## src/rtl/tron_player_mover.sv

```systemverilog
`default_nettype none
// ============================================================================
// Module   : tron_player_mover
// Purpose  : Light-cycle motion engine: turns button edges into heading
//            changes and steps a 7-bit wrapping X/Y location once per tick.
// Revision : 1.0 - initial release
// ============================================================================
module tron_player_mover #(
    parameter logic [7:0]  START_X   = 8'h03,
    parameter logic [7:0]  START_Y   = 8'h40,
    parameter logic [1:0]  START_DIR = 2'd1,
    parameter logic [23:0] TICK_DIV  = 24'd2500000
) (
    input  logic       clk,
    input  logic       reset,
    input  logic       game_init,
    input  logic       btn_left,
    input  logic       btn_right,
    input  logic [7:0] gameover,
    output logic [7:0] LocX,
    output logic [7:0] LocY,
    output logic [1:0] heading,
    output logic       move_strobe,
    output logic       running
);

    typedef enum logic [1:0] {
        S_IDLE = 2'd0,
        S_RUN  = 2'd1,
        S_HALT = 2'd2
    } state_t;

    localparam logic [23:0] c_tick_last = TICK_DIV - 24'd1;

    state_t      r_state;
    logic [23:0] r_cnt;
    logic        r_pend_valid;
    logic        r_pend_right;
    logic        r_init_d;
    logic        r_left_d;
    logic        r_right_d;
    logic [6:0]  r_loc_x;
    logic [6:0]  r_loc_y;
    logic [1:0]  r_heading;
    logic        r_strobe;
    logic        r_running;

    logic        w_init_rise;
    logic        w_left_rise;
    logic        w_right_rise;
    logic        w_turn_req;
    logic [1:0]  w_next_heading;
    logic [6:0]  w_next_x;
    logic [6:0]  w_next_y;
    logic        w_halt;
    logic        w_unused_gameover;

    assign w_init_rise  = game_init & ~r_init_d;
    assign w_left_rise  = btn_left  & ~r_left_d;
    assign w_right_rise = btn_right & ~r_right_d;
    // Simultaneous left and right edges cancel each other out.
    assign w_turn_req   = w_left_rise ^ w_right_rise;
    assign w_halt       = gameover[0];
    assign w_unused_gameover = ^gameover[7:1];

    always_comb begin
        w_next_heading = r_heading;
        if (r_pend_valid) begin
            w_next_heading = r_pend_right ? (r_heading + 2'd1) : (r_heading - 2'd1);
        end
    end

    // The step is taken in the already-turned heading; 7-bit adds wrap at 128.
    always_comb begin
        w_next_x = r_loc_x;
        w_next_y = r_loc_y;
        case (w_next_heading)
            2'd0:    w_next_y = r_loc_y - 7'd1;
            2'd1:    w_next_x = r_loc_x + 7'd1;
            2'd2:    w_next_y = r_loc_y + 7'd1;
            default: w_next_x = r_loc_x - 7'd1;
        endcase
    end

    always_ff @(posedge clk) begin
        r_init_d  <= game_init;
        r_left_d  <= btn_left;
        r_right_d <= btn_right;
        if (reset) begin
            r_state      <= S_IDLE;
            r_cnt        <= 24'd0;
            r_pend_valid <= 1'b0;
            r_pend_right <= 1'b0;
            r_loc_x      <= START_X[6:0];
            r_loc_y      <= START_Y[6:0];
            r_heading    <= START_DIR;
            r_strobe     <= 1'b0;
            r_running    <= 1'b0;
        end else begin
            r_strobe <= 1'b0;
            case (r_state)
                S_IDLE: begin
                    r_cnt        <= 24'd0;
                    r_pend_valid <= 1'b0;
                    r_pend_right <= 1'b0;
                    r_loc_x      <= START_X[6:0];
                    r_loc_y      <= START_Y[6:0];
                    r_heading    <= START_DIR;
                    if (w_init_rise && !w_halt) begin
                        r_state   <= S_RUN;
                        r_running <= 1'b1;
                    end
                end
                S_RUN: begin
                    if (w_halt) begin
                        r_state   <= S_HALT;
                        r_running <= 1'b0;
                    end else if (r_cnt == c_tick_last) begin
                        r_cnt        <= 24'd0;
                        r_heading    <= w_next_heading;
                        r_loc_x      <= w_next_x;
                        r_loc_y      <= w_next_y;
                        r_strobe     <= 1'b1;
                        // An edge coinciding with the move belongs to the next tick.
                        r_pend_valid <= w_turn_req;
                        r_pend_right <= w_right_rise;
                    end else begin
                        r_cnt <= r_cnt + 24'd1;
                        if (!r_pend_valid && w_turn_req) begin
                            r_pend_valid <= 1'b1;
                            r_pend_right <= w_right_rise;
                        end
                    end
                end
                S_HALT: begin
                    if (!game_init) begin
                        r_state      <= S_IDLE;
                        r_pend_valid <= 1'b0;
                        r_pend_right <= 1'b0;
                        r_loc_x      <= START_X[6:0];
                        r_loc_y      <= START_Y[6:0];
                        r_heading    <= START_DIR;
                    end
                end
                default: begin
                    r_state   <= S_IDLE;
                    r_running <= 1'b0;
                end
            endcase
        end
    end

    assign LocX        = {1'b0, r_loc_x};
    assign LocY        = {1'b0, r_loc_y};
    assign heading     = r_heading;
    assign move_strobe = r_strobe;
    assign running     = r_running;

endmodule
`default_nettype wire
```

## config.mk

```make
export PLATFORM = sky130hd
export DESIGN_NAME = tron_player_mover
export DESIGN_NICKNAME = d
export VERILOG_FILES = /design/src/rtl/tron_player_mover.sv
export SDC_FILE = /design/constraint.sdc
export NUM_CORES = 1
export LEC_CHECK = 0
export BUFFER_PORTS_ARGS = -buffer_cell sky130_fd_sc_hd__buf_4
export CAP_MARGIN = 25
export CORE_ASPECT_RATIO = 0.7
export CORE_MARGIN = 2
export CORE_UTILIZATION = 45
export DETAILED_ROUTE_END_ITERATION = 6
export PLACE_DENSITY_LB_ADDON = 0.15
export SLEW_MARGIN = 10
export SYNTH_ARGS = -nofsm -noshare
export SYNTH_HDL_FRONTEND = slang
export SYNTH_SLANG_ARGS = --single-unit
```

## constraint.sdc

```tcl
create_clock -name clk -period 2.3 [get_ports clk]
set_input_delay 0.23 -clock clk [delete_from_list [all_inputs] [get_ports clk]]
set_output_delay 0.23 -clock clk [all_outputs]
set_load 0.01 [all_outputs]
```

# Yosys cells after proc, flatten, opt, wreduce, memory -nomap -nowiden
# Cells that the tools add are included.
# word_totals
ff_bits	49
word_cells	94
in_bits	13
output_inout_bits	20
# op_classes
eq_ne	13
n_bitwise	9
mux	36
addsub	7
n_reduce_logical	17
# ops
op	n
$mux 24	2
$pmux 24 s2	1
$mux 7	6
$pmux 7 s3	2
$pmux 7 s2	2
$add 24x1->24 const B	1
$eq 24x22->1 const B	1
$mux 2	8
$add 7x1->7 const B	2
$sub 7x1->7 const B	2
$ne 2x2->1 const B	6
$pmux 2 s3	2
$mux 1	10
$reduce_and 5->1	2
$pmux 1 s3	3
$reduce_and 4->1	2
$reduce_and 3->1	2
$not 1->1	5
$eq 2x1->1 const B	2
$eq 2x2->1 const B	2
$logic_not 2->1	2
$and 1x1->1	3
$ne 3x1->1 const B	1
$ne 3x3->1 const B	1
10 further kinds	12

# Longest topological paths before layout
# logic_depth
depth_word	9
depth_mapped	11
depth_no_buf	11

# Worst setup path after synthesis
# No wires, ideal clock.
# synth_timing
path_kind	reg-to-reg
startpoint	register r_heading[0], in the netlist heading[0]
endpoint	register r_loc_x[5]
stages_incl_launch_ff	10
setup_time_ns	0.117
arrival_time_ns	2.449
path_slack_ns	-0.266
path_buffers	1
cell_sequence	dfxtp_1 -> clkbuf_1 -> mux2i_1 -> ha_1 -> a21oi_1 -> nand2_1 -> a21o_1 -> a21oi_1 -> xnor2_1 -> a32o_1
# synth_via
elab_chain_cells	9
# synth_rtl
item	line_no	rtl
from (decl)	44	logic [1:0] r_heading;
from (signal assigned)	120	r_heading <= w_next_heading;
$sub 2x1->2 or $add 2x1->2 (tied branches)	69	w_next_heading = r_pend_right ? (r_heading + 2'd1) : (r_heading - 2'd1);
$mux 2	69	
$mux 2 *	68	if (r_pend_valid) begin
$eq 2x2->1 or $logic_not 2->1 (tied branches)	77	case (w_next_heading)
$reduce_or 2->1 (no source line)	-	
$pmux 7 s2	77	
$mux 7	118	end else if (r_cnt == c_tick_last) begin
$mux 7	115	if (w_halt) begin
$pmux 7 s3	101	case (r_state)
to (signal assigned)	94	r_loc_x <= START_X[6:0];
to (signal assigned)	106	r_loc_x <= START_X[6:0];
to (signal assigned)	121	r_loc_x <= w_next_x;
to (decl)	42	logic [6:0] r_loc_x;
# Every way passes the cells marked *; elsewhere a longest branch is shown, timed or not. The select of a mux whose other input is x is not followed.
# A chain may end at the register's enable or synchronous reset.

# Final worst setup path
# layout_timing
startpoint	register r_pend_right
endpoint	register r_loc_y[6]
# layout_via
elab_chain_cells	7
# layout_rtl
item	line_no	rtl
from (decl)	38	logic r_pend_right;
from (signal assigned)	126	r_pend_right <= w_right_rise;
from (signal assigned)	131	r_pend_right <= w_right_rise;
$mux 2 *	69	
$mux 2 *	68	
$eq 2x2->1 or $logic_not 2->1 (tied branches)	77	
$pmux 7 s2	77	
$mux 7	118	
$mux 7	115	
$pmux 7 s3	101	
to (signal assigned)	95	r_loc_y <= START_Y[6:0];
to (signal assigned)	107	r_loc_y <= START_Y[6:0];
to (signal assigned)	122	r_loc_y <= w_next_y;
to (decl)	43	logic [6:0] r_loc_y;
# Marks and branches as above.

==> results.txt <==
TNS Setup: 0 ns
Num CTS Buffers: 5
H-Tree Depth: 2
hold buffers post-CTS: 0
vias in the first global route: 2,083
Yosys Warn Count: 0
library cells used by synthesis: 54
Slew headroom: 0.523
Multi-input gate area: 1800 um2
Worst Path Class, Setup: flip-flop to flip-flop
Clock Latency Late Sink: 0.30 ns
starting density of the core: 0.470
Static Leak: 1.31 nW
CTS tree: yes
Area Growth Syn to Fin: 25.9%
Root Buffer: clkbuf_8
GRT overflow: 0
drt initial violations: 100
number of clock sinks: 49
Reg2Reg Setup Slack: 0.07 ns
FF-to-FF path depth: 12
outcome: finished clean
first-pass iteration count of the detailed router: 4
sequential-to-total area share from yosys stat: 0.363
CP required: 2.54 ns
design area: 3400 um2
count leader, synth: nor2_1
Setup Skew: 0.00813 ns
origin of the critical flop-to-flop path: r_pend_right
layout cells sized above 1: 0.241
Reg-to-Reg End: r_loc_y[6]
max_cap viols: 0
clk buf depth: 2
initial antenna violation count: 0
io pins: 33
Highest Signal Layer: met4
DP Area: 3160 um2
via-per-instance ratio: 5.24
Routed WL: 6020 um
cell area after synthesis: 2700 um2
Cell Rows: 23
final worst path period share: 0.970
crit path DAT: 2.48 ns
Ant. Diodes: 0
RSZ-0062 raised after global routing: true
CP max FO: 4
Hold Vio Cnt, Final: 0
Critical Path Source Type: flip-flop
CTS clk-pin slew, worst paths: 0.09 ns
# DRC: 0
Placer Congestion: 0.843
WL/cell: 13.4 um
final net count: 401
post-route minimum period: 2.23 ns
number of synthesized flops with an enable pin: 0
Synth top area share: 0.363
CP endpoint kind: flip-flop
worst min path class: primary input to flip-flop
fin util: 0.591
gr usage total: 0.184
Async S/R FF share, synth: 0
post-synth top area cell: dfxtp_1
Slew @ Worst Pin: 0.710 ns
met1 wire length: 3160 um
routed vias: 2,351
Setup crit end: r_loc_y[6]
PD cells: 433 nW/um2
Storage cell area: 986 um2
Final Setup Violations: 0
routed wl met3: 274 um
Die Area: 6650 um2
Primary FF master, synth: dfxtp_1
Routed Antenna Nets: 0
register bit total from synthesis: 49
die height: 68.8 um
leading post-synthesis cells by cell area: dfxtp_1, nor2_1, ha_1
VDD IR max: 0.000329 V
Syn Inst Count: 324
DP HPWL: 4390 um
Core ar.: 5760 um2
IO buf count: 23
Synth top cells by count: nor2_1, dfxtp_1, nand2_1
metal2 WL: 2560 um
Avg Synthesized Cell Area: 8.34 um2
wire length of the first global-routing pass: 9940 um
final-report max-slew violation count: 0
fmax: 448 MHz
Die Width: 96.6 um
crit path from: r_pend_right
fill count: 546
largest net degree at the start of global routing: 21
power breakdown:
part           switching (mW)  total [mW]  internal (mW)
clock network           0.273       0.490          0.217
logic                  0.0639       0.119         0.0553
registers             0.00763       0.864          0.856
total                   0.344        1.47           1.13
layout make-up:
| cell class | instances | area share |
|---|---|---|
| inverter | 10 | 0.0118 |
| tap | 75 | 0.0276 |
| multi-input combinational | 256 | 0.530 |
| timing repair buffer | 51 | 0.118 |
| sequential | 49 | 0.290 |
| clock buffer | 8 | 0.0235 |
worst max-delay path, cell delays in order, from the launching register on:
cell and delay (ns):
dfxtp_2 0.33, xor2_1 0.15, and2_4 0.17, a22o_4 0.28, inv_4 0.08, buf_6 0.12
ha_4 0.20, o21a_1 0.21, o31ai_4 0.07, a21oi_2 0.09, xor2_1 0.18, a22oi_1 0.15
o31a_1 0.15
cells in the final DEF, fill, tap and decap left out, types with 6 or more instances in the layout:
cell,netlist,final
nor2_1,51,50
buf_4,2,47
dfxtp_1,49,45
nand2_1,30,30
a21oi_1,23,19
xor2_1,16,16
xnor2_1,13,13
nand3_1,10,10
inv_1,10,9
nor3_1,9,9
o21ai_0,11,9
nor2b_1,8,7
nand4_1,7,7
ha_1,13,6
ha_4,0,6
metrics by stage:
| stage | hold WS (ns) | instances | power [mW] | setup slack, ns |
|---|---|---|---|---|
| 3_3_place_gp | 0.341 | 438 | 0.988 | -0.0350 |
| 4_1_cts | 0.0275 | 447 | 1.49 | 0.00815 |
| 5_1_grt | 0.0217 | 449 | 1.55 | -0.0424 |
| 6_report | 0.0342 | 449 | 1.47 | 0.0685 |
| 2_1_floorplan | 0.258 | 325 | 0.952 | 0.0131 |
| 3_5_place_dp | 0.344 | 439 | 0.991 | -0.0655 |
state kept, by name, indices dropped and copies added (netlist names):
signal	cells
heading	2
r_loc_y	7
r_left_d	1
r_state	2
r_pend_right	1
move_strobe	1
r_init_d	1
r_loc_x	7
r_cnt	24
running	1
r_pend_valid	1
r_right_d	1
kinds of logic (layout without fill, tap and decap cells):
logic type               after synthesis  count (layout)  synth area share
multiplexers                           4               4            0.0148
AND/OR/NAND/NOR                      147             147             0.282
other                                  1               2           0.00139
buffers and inverters                 20              69            0.0306
AO/OA/AOI/OAI                         59              59             0.139
XOR/XNOR                              29              29            0.0940
flip-flops                            49              49             0.363
adder cells (fa/ha/maj)               15              15            0.0750
metal layers:
layer	vias up	global-route usage
met3	2	0.0363
met1	1078	0.283
li1	1225	-
met4	0	0.0475
met2	46	0.259
met5	-	0
timing repair:
action / in CTS / in global routing
endpoints found under the setup margin: 1 / 6
gates resized for setup: 1 / 28
buffers inserted: 0 / 2
pin swaps: 1 / 17
worst min path at each step:
stage | cells past startpoint | slack, ns | endpoint | startpoint
floorplan | 0 | 0.26 | r_init_d | game_init
global placement | 1 | 0.34 | r_left_d | btn_left
detailed placement | 1 | 0.34 | r_left_d | btn_left
CTS | 1 | 0.03 | r_left_d | btn_left
global route | 1 | 0.02 | r_left_d | btn_left
finish | 1 | 0.03 | r_left_d | btn_left
Note: power is estimated with default switching activity, not from simulation.
